[src/rtl/rd_arb_pkg.sv]
// rd_arb_pkg: shared definitions for the DDR read-side arbiter.
//   state_t    - arbiter FSM encoding (IDLE/REQ/DATA/GAP)
//   NUM_CH     - number of video read channels served
//   CH_IDX_W   - width of a channel index
//   beat_width - beat width in bits for a given DQ width
package rd_arb_pkg;

  typedef enum logic [1:0] {
    ST_IDLE = 2'd0,
    ST_REQ  = 2'd1,
    ST_DATA = 2'd2,
    ST_GAP  = 2'd3
  } state_t;

  localparam int NUM_CH   = 3;
  localparam int CH_IDX_W = 2;

  function automatic int beat_width(input int dq_width);
    return 8 * dq_width;
  endfunction

endpackage

[src/rtl/rd_arb_if.sv]
// rd_arb_if: DDR controller read port.
//   ddr_rreq     - read request (arbiter -> controller)
//   ddr_raddr    - start address (arbiter -> controller)
//   ddr_rd_len   - burst length in beats (arbiter -> controller)
//   ddr_rrdy     - request accepted (controller -> arbiter)
//   ddr_rdata    - read beat (controller -> arbiter)
//   ddr_rdata_en - read beat valid (controller -> arbiter)
//   ddr_rdone    - burst complete (controller -> arbiter)
// Modports: master = arbiter side, slave = controller side.
interface rd_arb_if
  import rd_arb_pkg::*;
#(
  parameter int ADDR_WIDTH = 27,
  parameter int LEN_WIDTH  = 16,
  parameter int DQ_WIDTH   = 32
);

  localparam int BEAT_W = beat_width(DQ_WIDTH);

  logic                  ddr_rreq;
  logic [ADDR_WIDTH-1:0] ddr_raddr;
  logic [LEN_WIDTH-1:0]  ddr_rd_len;
  logic                  ddr_rrdy;
  logic [BEAT_W-1:0]     ddr_rdata;
  logic                  ddr_rdata_en;
  logic                  ddr_rdone;

  modport master (
    output ddr_rreq, ddr_raddr, ddr_rd_len,
    input  ddr_rrdy, ddr_rdata, ddr_rdata_en, ddr_rdone
  );

  modport slave (
    input  ddr_rreq, ddr_raddr, ddr_rd_len,
    output ddr_rrdy, ddr_rdata, ddr_rdata_en, ddr_rdone
  );

endinterface

[src/rtl/rd_arb_pick.sv]
// rd_arb_pick: combinational winner selection.
//   rreq      - per-channel request (bit0 = channel 1)
//   lvl1..3   - per-channel read-FIFO fill level
//   last      - index of the last granted channel
//   vld       - at least one channel is requesting
//   win       - index of the winning channel
// The lowest fill level wins; equal levels are resolved round-robin
// starting from the channel after 'last'.
module rd_arb_pick
  import rd_arb_pkg::*;
#(
  parameter int LVL_WIDTH = 6
) (
  input  logic [NUM_CH-1:0]   rreq,
  input  logic [LVL_WIDTH-1:0] lvl1,
  input  logic [LVL_WIDTH-1:0] lvl2,
  input  logic [LVL_WIDTH-1:0] lvl3,
  input  logic [CH_IDX_W-1:0] last,
  output logic                vld,
  output logic [CH_IDX_W-1:0] win
);

  logic [LVL_WIDTH-1:0] lvl [NUM_CH];
  logic [LVL_WIDTH-1:0] min_lvl;
  logic                 found;
  logic [CH_IDX_W-1:0]  idx;

  always_comb begin
    lvl[0]  = lvl1;
    lvl[1]  = lvl2;
    lvl[2]  = lvl3;
    min_lvl = '1;
    found   = 1'b0;
    vld     = 1'b0;
    win     = '0;
    idx     = '0;

    // Lowest level among requesters only; 'found' lets a level of all-ones win.
    for (int i = 0; i < NUM_CH; i++) begin
      if (rreq[i] && (!found || lvl[i] < min_lvl)) begin
        min_lvl = lvl[i];
        found   = 1'b1;
      end
    end

    // Round-robin scan beginning one past the last grant.
    for (int k = 1; k <= NUM_CH; k++) begin
      idx = CH_IDX_W'((int'(last) + k) % NUM_CH);
      if (!vld && rreq[idx] && lvl[idx] == min_lvl) begin
        vld = 1'b1;
        win = idx;
      end
    end
  end

endmodule

[src/rtl/rd_arb.sv]
// rd_arb: DDR read-side arbiter for three video read channels.
//   ddr_clk, ddr_rst      - clock, synchronous active-high reset
//   ch_rreq               - per-channel read request (bit0 = channel 1)
//   ch_raddr1..3          - per-channel start address
//   ch_rd_len1..3         - per-channel burst length in beats
//   ch_lvl1..3            - per-channel read-FIFO fill level
//   ch_rgrant             - one-hot pulse when the request is accepted by DDR
//   ch_rdata, ch_rdata_en - registered read beat and one-hot beat strobe
//   ch_rdone              - one-hot pulse at burst completion
//   ddr                   - DDR controller read port (master side)
//   busy                  - FSM not in IDLE
//   beat_err              - sticky protocol/length error
module rd_arb
  import rd_arb_pkg::*;
#(
  parameter int ADDR_WIDTH = 27,
  parameter int LEN_WIDTH  = 16,
  parameter int DQ_WIDTH   = 32,
  parameter int LVL_WIDTH  = 6
) (
  input  logic                  ddr_clk,
  input  logic                  ddr_rst,
  input  logic [NUM_CH-1:0]     ch_rreq,
  input  logic [ADDR_WIDTH-1:0] ch_raddr1,
  input  logic [ADDR_WIDTH-1:0] ch_raddr2,
  input  logic [ADDR_WIDTH-1:0] ch_raddr3,
  input  logic [LEN_WIDTH-1:0]  ch_rd_len1,
  input  logic [LEN_WIDTH-1:0]  ch_rd_len2,
  input  logic [LEN_WIDTH-1:0]  ch_rd_len3,
  input  logic [LVL_WIDTH-1:0]  ch_lvl1,
  input  logic [LVL_WIDTH-1:0]  ch_lvl2,
  input  logic [LVL_WIDTH-1:0]  ch_lvl3,
  output logic [NUM_CH-1:0]     ch_rgrant,
  output logic [8*DQ_WIDTH-1:0] ch_rdata,
  output logic [NUM_CH-1:0]     ch_rdata_en,
  output logic [NUM_CH-1:0]     ch_rdone,
  rd_arb_if.master              ddr,
  output logic                  busy,
  output logic                  beat_err
);

  localparam int BEAT_W = beat_width(DQ_WIDTH);

  state_t                state_q, state_d;
  logic [CH_IDX_W-1:0]   win_q, win_d, last_q, last_d, pick_win;
  logic                  pick_vld;
  logic [ADDR_WIDTH-1:0] addr_q, addr_d, pick_addr;
  logic [LEN_WIDTH-1:0]  len_q, len_d, pick_len;
  logic [LEN_WIDTH-1:0]  cnt_q, cnt_d, cnt_inc;
  logic                  zero_q, zero_d;
  logic                  rreq_q, rreq_d;
  logic                  err_q, err_d;
  logic                  stray;
  logic [NUM_CH-1:0]     win_oh;
  logic [NUM_CH-1:0]     grant_q, grant_d, done_q, done_d;
  logic [NUM_CH-1:0]     vld_p0, vld_p1;
  logic [BEAT_W-1:0]     rdata_p1;

  rd_arb_pick #(.LVL_WIDTH(LVL_WIDTH)) u_pick (
    .rreq (ch_rreq),
    .lvl1 (ch_lvl1),
    .lvl2 (ch_lvl2),
    .lvl3 (ch_lvl3),
    .last (last_q),
    .vld  (pick_vld),
    .win  (pick_win)
  );

  always_comb begin
    pick_addr = ch_raddr1;
    pick_len  = ch_rd_len1;
    case (pick_win)
      2'd1: begin
        pick_addr = ch_raddr2;
        pick_len  = ch_rd_len2;
      end
      2'd2: begin
        pick_addr = ch_raddr3;
        pick_len  = ch_rd_len3;
      end
      default: ;
    endcase
  end

  assign win_oh  = {{(NUM_CH-1){1'b0}}, 1'b1} << win_q;
  assign cnt_inc = cnt_q + LEN_WIDTH'(ddr.ddr_rdata_en);
  // Beats or completions outside a real burst (including a zero-length one).
  assign stray   = (ddr.ddr_rdata_en | ddr.ddr_rdone) & ((state_q != ST_DATA) | zero_q);

  always_comb begin
    state_d = state_q;
    win_d   = win_q;
    last_d  = last_q;
    addr_d  = addr_q;
    len_d   = len_q;
    cnt_d   = cnt_q;
    zero_d  = zero_q;
    rreq_d  = rreq_q;
    err_d   = err_q | stray;
    grant_d = '0;
    done_d  = '0;
    vld_p0  = '0;

    case (state_q)
      ST_IDLE: begin
        if (pick_vld) begin
          win_d   = pick_win;
          addr_d  = pick_addr;
          len_d   = pick_len;
          zero_d  = (pick_len == '0);
          rreq_d  = (pick_len != '0);
          state_d = ST_REQ;
        end
      end
      ST_REQ: begin
        // A zero-length request is granted locally without touching DDR.
        if (zero_q || ddr.ddr_rrdy) begin
          rreq_d  = 1'b0;
          grant_d = win_oh;
          cnt_d   = '0;
          state_d = ST_DATA;
        end
      end
      ST_DATA: begin
        if (zero_q) begin
          done_d  = win_oh;
          state_d = ST_GAP;
        end else begin
          if (ddr.ddr_rdata_en) begin
            vld_p0 = win_oh;
            cnt_d  = cnt_inc;
          end
          if (ddr.ddr_rdone) begin
            done_d  = win_oh;
            state_d = ST_GAP;
            if (cnt_inc != len_q) err_d = 1'b1;
          end
        end
      end
      ST_GAP: begin
        last_d  = win_q;
        state_d = ST_IDLE;
      end
      default: state_d = ST_IDLE;
    endcase
  end

  // Stage p1: registered control, DDR request and forwarded beat.
  always_ff @(posedge ddr_clk) begin
    if (ddr_rst) begin
      state_q  <= ST_IDLE;
      win_q    <= '0;
      last_q   <= CH_IDX_W'(NUM_CH - 1);
      addr_q   <= '0;
      len_q    <= '0;
      cnt_q    <= '0;
      zero_q   <= 1'b0;
      rreq_q   <= 1'b0;
      err_q    <= 1'b0;
      grant_q  <= '0;
      done_q   <= '0;
      vld_p1   <= '0;
      rdata_p1 <= '0;
    end else begin
      state_q  <= state_d;
      win_q    <= win_d;
      last_q   <= last_d;
      addr_q   <= addr_d;
      len_q    <= len_d;
      cnt_q    <= cnt_d;
      zero_q   <= zero_d;
      rreq_q   <= rreq_d;
      err_q    <= err_d;
      grant_q  <= grant_d;
      done_q   <= done_d;
      vld_p1   <= vld_p0;
      rdata_p1 <= ddr.ddr_rdata;
    end
  end

  assign ddr.ddr_rreq   = rreq_q;
  assign ddr.ddr_raddr  = addr_q;
  assign ddr.ddr_rd_len = len_q;
  assign ch_rgrant      = grant_q;
  assign ch_rdone       = done_q;
  assign ch_rdata_en    = vld_p1;
  assign ch_rdata       = rdata_p1;
  assign busy           = (state_q != ST_IDLE);
  assign beat_err       = err_q;

endmodule

[src/flat_wrapper.sv]
// flat-port wrapper written by rule: the top's interface ports become plain ports
module rd_arb_flat import rd_arb_pkg::*;
#(
  parameter int ADDR_WIDTH = 27,
  parameter int LEN_WIDTH  = 16,
  parameter int DQ_WIDTH   = 32,
  parameter int LVL_WIDTH  = 6
)
  (ddr_clk, ddr_rst, ch_rreq, ch_raddr1, ch_raddr2, ch_raddr3, ch_rd_len1, ch_rd_len2, ch_rd_len3, ch_lvl1, ch_lvl2, ch_lvl3, ch_rgrant, ch_rdata, ch_rdata_en, ch_rdone, busy, beat_err, ddr_ddr_rreq, ddr_ddr_raddr, ddr_ddr_rd_len, ddr_ddr_rrdy, ddr_ddr_rdata, ddr_ddr_rdata_en, ddr_ddr_rdone);
  rd_arb_if #(.ADDR_WIDTH(ADDR_WIDTH), .LEN_WIDTH(LEN_WIDTH), .DQ_WIDTH(DQ_WIDTH)) ddr_i ();
  input  logic ddr_clk;
  input  logic ddr_rst;
  input  logic [NUM_CH-1:0] ch_rreq;
  input  logic [ADDR_WIDTH-1:0] ch_raddr1;
  input  logic [ADDR_WIDTH-1:0] ch_raddr2;
  input  logic [ADDR_WIDTH-1:0] ch_raddr3;
  input  logic [LEN_WIDTH-1:0] ch_rd_len1;
  input  logic [LEN_WIDTH-1:0] ch_rd_len2;
  input  logic [LEN_WIDTH-1:0] ch_rd_len3;
  input  logic [LVL_WIDTH-1:0] ch_lvl1;
  input  logic [LVL_WIDTH-1:0] ch_lvl2;
  input  logic [LVL_WIDTH-1:0] ch_lvl3;
  output logic [NUM_CH-1:0] ch_rgrant;
  output logic [8*DQ_WIDTH-1:0] ch_rdata;
  output logic [NUM_CH-1:0] ch_rdata_en;
  output logic [NUM_CH-1:0] ch_rdone;
  output logic busy;
  output logic beat_err;
  output wire logic [$bits(ddr_i.ddr_rreq)-1:0] ddr_ddr_rreq;
  output wire logic [$bits(ddr_i.ddr_raddr)-1:0] ddr_ddr_raddr;
  output wire logic [$bits(ddr_i.ddr_rd_len)-1:0] ddr_ddr_rd_len;
  input wire logic [$bits(ddr_i.ddr_rrdy)-1:0] ddr_ddr_rrdy;
  input wire logic [$bits(ddr_i.ddr_rdata)-1:0] ddr_ddr_rdata;
  input wire logic [$bits(ddr_i.ddr_rdata_en)-1:0] ddr_ddr_rdata_en;
  input wire logic [$bits(ddr_i.ddr_rdone)-1:0] ddr_ddr_rdone;
  assign ddr_ddr_rreq = ddr_i.ddr_rreq;
  assign ddr_ddr_raddr = ddr_i.ddr_raddr;
  assign ddr_ddr_rd_len = ddr_i.ddr_rd_len;
  assign ddr_i.ddr_rrdy = ddr_ddr_rrdy;
  assign ddr_i.ddr_rdata = ddr_ddr_rdata;
  assign ddr_i.ddr_rdata_en = ddr_ddr_rdata_en;
  assign ddr_i.ddr_rdone = ddr_ddr_rdone;
  rd_arb #(.ADDR_WIDTH(ADDR_WIDTH), .LEN_WIDTH(LEN_WIDTH), .DQ_WIDTH(DQ_WIDTH), .LVL_WIDTH(LVL_WIDTH)) u_core (.ddr_clk(ddr_clk), .ddr_rst(ddr_rst), .ch_rreq(ch_rreq), .ch_raddr1(ch_raddr1), .ch_raddr2(ch_raddr2), .ch_raddr3(ch_raddr3), .ch_rd_len1(ch_rd_len1), .ch_rd_len2(ch_rd_len2), .ch_rd_len3(ch_rd_len3), .ch_lvl1(ch_lvl1), .ch_lvl2(ch_lvl2), .ch_lvl3(ch_lvl3), .ch_rgrant(ch_rgrant), .ch_rdata(ch_rdata), .ch_rdata_en(ch_rdata_en), .ch_rdone(ch_rdone), .ddr(ddr_i), .busy(busy), .beat_err(beat_err));
endmodule
[config.mk]
export PLATFORM = sky130hd
export DESIGN_NAME = rd_arb_flat
export DESIGN_NICKNAME = d
export VERILOG_FILES = /design/src/rtl/rd_arb_pkg.sv /design/src/rtl/rd_arb_if.sv /design/src/rtl/rd_arb_pick.sv /design/src/rtl/rd_arb.sv /design/src/flat_wrapper.sv
export SDC_FILE = /design/constraint.sdc
export NUM_CORES = 1
export LEC_CHECK = 0
export BUFFER_PORTS_ARGS = -buffer_cell sky130_fd_sc_hd__buf_2
export CORE_AREA = 4 4 275 277
export CTS_BUF_LIST = sky130_fd_sc_hd__clkbuf_16
export DETAILED_ROUTE_END_ITERATION = 7
export DIE_AREA = 0 0 279 281
export GPL_ROUTABILITY_DRIVEN = 0
export PLACE_DENSITY = 0.49
export RECOVER_POWER = 50
export REMOVE_ABC_BUFFERS = 1
export SYNTH_ARGS = -nofsm -noshare
export SYNTH_HDL_FRONTEND = slang
export SYNTH_SLANG_ARGS = --single-unit
[constraint.sdc]
create_clock -name ddr_clk -period 7.4 [get_ports ddr_clk]
set_clock_uncertainty 0.2 [all_clocks]
set_input_delay 0.74 -clock ddr_clk [delete_from_list [all_inputs] [get_ports ddr_clk]]
set_output_delay 0.74 -clock ddr_clk [all_outputs]
set_load 0.05 [all_outputs]
==> flow_summary.toml, run 1 <==
[synthesis]
synth_cells = 1311
synthArstFlopShare_pct = 0
synthAdderAreaFrac_pct = 1.97
synthMuxAreaShare_pct = 2.38
yosys.area_share.simple_pct = 22.6
yosys_register_bits = 333
synth_edf_count = 0
yosys.cell_types.count = 63
syn_area_per_cell_um2 = 9.68
synthFlopType = "dfxtp_1"
yosys_warnings = 0
synth_top_family_by_area = "simple AND/OR/NAND/NOR gates"
synthesis.area_um2 = 12700
synth-xor-area-share_pct = 2.28
ys_seq_area_share_pct = 52.5
synth_compound_area_share_pct = 14.8

[timing]
fmax_mhz = 144
setup-violations-final = 0
relSlewSlack_pct = -216
tightest_slew_ns = 4.74
rsz0062_at_grt = "false"
fin_crit_ns = 6.96
setup_ws_ns = 0.439
drv_slew = 144
hold_violations = 0
period_share_pct = 94.1

[final_layout]
fin_util_pct = 25.5
most-common-layout-cells = "579 x buf_2, 333 x dfxtp_1, 266 x nor2b_1"
area_growth_syn_to_layout_pct = 46.1
mostFrequentLayoutCell = "buf_2"
drive_gt1_share_pct = 34.0
n_fill_cell = 8028
fin_nets = 2447

[setup_path]
cp-endpoint = "u_core.ddr.ddr_rreq"
r2r_end = "u_core.ddr.ddr_rreq"
critPathBufInv = 5
worstSetupPathType = "primary input to flop"
worstPathRequired_ns = 7.60
worstSetupStartpoint = "ch_rreq[0]"
r2r_cells = 22
r2r_setup_slack_ns = 1.96
crit_fanout = 24
crit_family = "compound AO/OA/AOI/OAI gates"
slowest_delay_ns = 0.55
worstSetupStartpointType = "primary input"
crit_arrival_ns = 7.16
rr_startpoint = "u_core.last_q[0]"
critPathSlowestCell = "nor4_1"
cp.depth = 30
crit_path_end_kind = "flop"

[grt]
grt_max_degree = 107
grt_usage_pct = 14.3
overflow = 0
grt_pass1_wl_mm = 83.6
antenna_found_initial = 47
grt_pass1_vias = 12400

[clocking]
clk_latency_ns = 0.56
cts_root_buf = "clkbuf_16"
numCtsBuffers = 41
cts_tree = "built"
clk_pin_slew_ns = 0.06
htree_levels = 2
clkSinkCount = 333
ctsLongestPathBuffers = 3

[outcome]
violations = "max-capacitance violations, max-slew violations"
status = "complete, but fails checks"

[placement]
port_buffers = 721
place_hpwl_mm = 49.0
pre_cts_ws_ns = -0.381

[min_path]
hp-class = "primary input to flop"
hp-start = "ddr_ddr_rdata[94]"

[pwr]
p_total_mw = 4.67
powerDensity_nw_per_um2 = 252
p_leak_nw = 8.22
p_switching_mw = 1.41
switching_share_pct = 30.2
clock_power_share_pct = 41.7
p_seq_share_pct = 40.8
pwr-share-comb_pct = 17.5
ir_drop_mv = 0.183
p_int_mw = 3.26

[drt]
dr.pass1.iters = 5
wire_per_inst_um = 20.0
wirelength_mm = 60.4
drc = 0
vias = 12300
viasPerCell = 4.08
first_iter_violations = 882
ant_nets = 0

[die]
die_x_um = 279
pin_count = 722
die_area_um2 = 78400
rows = 99
core_um2 = 72800
start_util_pct = 17.4
die_h_um = 281

[run]
cap_violations = 2
==> area by class of cell <==
type | count | area [um^2] | share of cell area (%)
inverters | 18 | 67.6 | 0.364
repair buffers | 748 | 3660 | 19.7
well taps | 959 | 1200 | 6.47
clock inverters | 30 | 243 | 1.31
clock buffers | 42 | 1050 | 5.67
multi-input cells | 874 | 5630 | 30.3
diodes | 13 | 32.5 | 0.175
flip-flops and latches | 333 | 6670 | 35.9
==> power by group through the flow <==
stage / registers (mW) / logic [mW] / clock network [mW]
2_1_floorplan: 2.23 / 0.209 / 0
3_3_place_gp: 1.94 / 0.822 / 0
3_5_place_dp: 1.94 / 0.829 / 0
4_1_cts: 1.90 / 0.832 / 2.02
5_1_grt: 1.91 / 0.871 / 2.08
6_report: 1.91 / 0.818 / 1.95
==> how the worst min path moves through the flow <==
stage                                          end  cells past startpoint
after floorplan                  u_core.state_q[1]                      2
after global placement    u_core.ddr.ddr_raddr[24]                      2
after detailed placement  u_core.ddr.ddr_raddr[24]                      2
after CTS                      u_core.ch_rdata[94]                      2
after global routing          u_core.ch_rdata[221]                      2
final                          u_core.ch_rdata[94]                      2
==> registers in the layout, indices dropped and copies added (netlist names) <==
signal	flops
u_core.beat_err	1
u_core.ch_rdata	256
u_core.ch_rdata_en	3
u_core.ch_rdone	3
u_core.ch_rgrant	3
u_core.cnt_q	16
u_core.ddr.ddr_raddr	27
u_core.ddr.ddr_rd_len	16
u_core.ddr.ddr_rreq	1
u_core.last_q	2
u_core.state_q	2
u_core.win_q	2
u_core.zero_q	1
==> worst register-to-register path, stage by stage, from the launching register on <==
cell	delay [ns]
dfxtp_1	0.34
inv_1	0.06
ha_1	0.86
nor2b_1	0.28
nand2_1	0.13
o21ai_0	0.20
inv_1	0.11
o211ai_1	0.09
o211ai_1	0.21
nand4_1	0.21
or2_0	0.27
and3_1	0.19
o22ai_2	0.18
inv_1	0.11
ha_4	0.36
buf_16	0.21
nand2_1	0.06
o21ai_0	0.12
nor4_1	0.55
nand4_1	0.21
nand3b_1	0.13
mux2_1	0.13
a21oi_1	0.06
==> layer usage <==
| metal | part of all wire (%) | vias to the layer above | global-route usage, % |
|---|---|---|---|
| met4 | 2.6 | 30 | 4.29 |
| met3 | 9.7 | 117 | 5.78 |
| li1 | - | 5913 | - |
| met5 | 0.32 | - | 0 |
| met2 | 46 | 567 | 23.0 |
| met1 | 42 | 5678 | 17.5 |
==> kinds of logic after synthesis <==
logic type,after synthesis
fa+ha+maj,20
xor+xnor,33
buf+inv,104
flops,333
mux,30
simple gates,524
compound gates,267
==> per-stage QoR <==
step | std cells | TNS (ns) | hold slack [ns] | cell area, um^2
floorplan | 1225 | -0.342 | 0.268 | 12300
finish | 3017 | 0 | 0.181 | 18500
global placement | 2931 | -0.187 | 0.253 | 17400
CTS | 3003 | 0 | 0.136 | 18700
global route | 3006 | 0 | 0.155 | 18500
detailed placement | 2931 | -0.692 | 0.261 | 17400
==> what timing repair did <==
item                       in CTS  in global routing
gates resized for setup         0                  4
hold buffers                    0                  0
setup buffers                   0                  1
setup endpoints to repair       0                  2
==> synthesized netlist by cell type, drive strengths merged, types with 17 or more instances <==
cell type | instances | area share, %
clkbuf | 69 | 2.1
nor2b | 266 | 13
o211ai | 21 | 1.2
o21ai | 50 | 2.0
o31ai | 30 | 2.6
nor2 | 93 | 2.8
nand2 | 56 | 1.7
nand3 | 50 | 2.0
buf | 17 | 0.86
xnor2 | 26 | 1.8
a21oi | 62 | 2.4
inv | 17 | 0.50
mux2i | 29 | 2.3
dfxtp | 333 | 53
a22oi | 49 | 2.9
ha | 20 | 2.0
Note: power is estimated with default switching activity, not from simulation.
==> run 2, diff against run 1 <==
CORE_AREA = 4 4 280 282   (was 4 4 275 277)
DIE_AREA = 0 0 284 286   (was 0 0 279 281)
PLACE_DENSITY = 0.47   (was 0.49)
SYNTH_HIERARCHICAL = 1   (was not set)
==> flow_summary.toml, run 2 <==
[setup_path]
rr_startpoint = "u_core/last_q[0]"
crit_arrival_ns = 6.54
worstSetupPathType = "primary input to flop"
r2r_setup_slack_ns = 2.14
crit_fanout = 18
r2r_end = "u_core/ddr.ddr_rreq"
worstSetupStartpointType = "primary input"
slowest_delay_ns = 0.44
cp.depth = 27
crit_family = "compound AO/OA/AOI/OAI gates"
critPathBufInv = 4
critPathSlowestCell = "mux2_2"
r2r_cells = 19
crit_path_end_kind = "flop"
worstPathRequired_ns = 7.49

[pwr]
p_total_mw = 4.77
pwr-share-comb_pct = 19.1
clock_power_share_pct = 40.7
powerDensity_nw_per_um2 = 261
p_int_mw = 3.29
ir_drop_mv = 0.137
p_seq_share_pct = 40.2
p_switching_mw = 1.48
switching_share_pct = 31.0
p_leak_nw = 8.14

[final_layout]
fin_util_pct = 24.1
drive_gt1_share_pct = 36.4
mostFrequentLayoutCell = "buf_2"
final_area_um2 = 18200
largest_reg_flops = 256
most-common-layout-cells = "664 x buf_2, 333 x dfxtp_1, 265 x nor2b_1"
area_growth_syn_to_layout_pct = 46.7
final_cells = 3042
n_fill_cell = 8420
fin_nets = 2460

[timing]
drv_slew = 332
setup-violations-final = 0
relSlewSlack_pct = -145
rsz0062_at_grt = "false"
hold_violations = 0
fin_crit_ns = 6.45
tightest_slew_ns = 3.68
fmax_mhz = 155
setup_tns_ns = 0
period_share_pct = 87.1

[clocking]
cts_setup_buffers = 0
htree_levels = 2
cts.repair.resized = 0
clk_latency_ns = 0.56
clkSinkCount = 333
ctsLongestPathBuffers = 3
cts_tree = "built"
clk_pin_slew_ns = 0.06
cts_hold_buf = 0
numCtsBuffers = 40
cts_root_buf = "clkbuf_16"

[synthesis]
synth-xor-area-share_pct = 2.68
yosys.cell_types.count = 60
synth_compound_area_share_pct = 12.1
yosys_register_bits = 333
yosysTopAreaCell = "dfxtp_1"
yosys.area_share.simple_pct = 24.6
netlist_top_cells_area = "dfxtp_1 54%, nor2b_1 13%, nand2_1 5.7%, a21oi_1 3.6%, a22oi_1 2.7%"
synth_commonest_cells = "333 x dfxtp_1, 265 x nor2b_1, 190 x nand2_1, 89 x a21oi_1, 67 x clkbuf_1"
synthArstFlopShare_pct = 0
synthAdderAreaFrac_pct = 2.11
syn_area_per_cell_um2 = 9.27
synthesis.area_um2 = 12400
synth.most_common_cell = "dfxtp_1"
ys_seq_area_share_pct = 53.6
synthMuxAreaShare_pct = 1.40
yosys_warnings = 6
synthFlopType = "dfxtp_1"
synth.top_cell.area_share_pct = 53.6
synth_top_family_by_area = "simple AND/OR/NAND/NOR gates"
synth_edf_count = 0
synth_cells = 1341

[die]
die_h_um = 286
die_area_um2 = 81200
start_util_pct = 16.4
rows = 101
core_um2 = 75700
die_x_um = 284
pin_count = 722

[run]
cap_violations = 4

[grt]
grt_usage_pct = 12.6
grt_pass1_wl_mm = 77.1
overflow = 0
antenna_found_initial = 33
grt_max_degree = 121
grt_pass1_vias = 11400

[placement]
port_buffers = 721
place_hpwl_mm = 43.8
place_inst = 2964
dpl-instance-area_um2 = 17000

[drt]
wirelength_mm = 54.7
first_iter_violations = 533
viasPerCell = 3.87
ant_nets = 0
drc = 0
vias = 11800
dr.pass1.iters = 5
wire_per_inst_um = 18.0

[outcome]
status = "complete, but fails checks"
violations = "max-capacitance violations, max-slew violations"

[min_path]
hp-class = "primary input to flop"
hp-start = "ddr_ddr_rdata[132]"
whs_path_depth = 2
whs_endpoint = "u_core/ch_rdata[132]"
[run 2: cells by family (layout without fill, tap and decap cells)]
group	Yosys count	count (layout)
and+or+nand+nor	579	579
adders and majority gates	21	21
AOI/OAI and AO/OA	247	247
buffers and inverters	107	822
xor gates and xnor gates	38	38
muxes	16	16
DFF	333	333
other	0	8
[run 2: worst max path at each step]
stage / start / slack, ns / end
CTS: ch_rreq[0] / 1.12 / u_core/ddr.ddr_rreq
global route: ch_rreq[0] / 0.23 / u_core/ddr.ddr_rreq
global placement: ch_rreq[0] / 0.71 / u_core/ddr.ddr_rreq
detailed placement: ch_rreq[0] / 0.49 / u_core/ddr.ddr_rreq
floorplan: ch_rreq[0] / 0.69 / u_core/ddr.ddr_rreq
finish: ch_rreq[0] / 0.95 / u_core/ddr.ddr_rreq
[run 2: power by group through the flow]
stage / combinational (mW) / clock (mW) / sequential, mW
after floorplan: 0.272 / 0 / 2.25
after global placement: 0.919 / 0 / 1.95
after detailed placement: 0.919 / 0 / 1.95
after CTS: 0.921 / 2.02 / 1.91
after global routing: 0.975 / 2.09 / 1.92
final: 0.909 / 1.94 / 1.92
[run 2: per-layer routing]
metal	wire [um]	part of all wire, %	GRT usage [%]	up-vias
li1	-	-	-	5833
met5	211	0.39	0	-
met1	23400	43	16.0	5327
met2	24200	44	19.6	496
met3	5500	10	5.15	96
met4	1320	2.4	3.55	32
[run 2: final cells by class]
cell class                      count  area [um^2]  share of cell area (%)
Timing Repair Buffer              732         3610                    19.8
Clock buffer                       40         1000                    5.49
Sequential cell                   333         6670                    36.6
Clock inverter                     30          288                    1.58
Antenna cell                        8         20.0                   0.110
Multi-Input combinational cell    901         5350                    29.4
Tap cell                          978         1220                    6.71
Inverter                           20         75.1                   0.412
[run 2: through the flow]
| stage | hold WS [ns] | worst slack [ns] |
|---|---|---|
| global route | 0.140 | 0.233 |
| floorplan | 0.246 | 0.685 |
| CTS | 0.115 | 1.12 |
| detailed placement | 0.246 | 0.490 |
| global placement | 0.240 | 0.705 |
| finish | 0.172 | 0.953 |
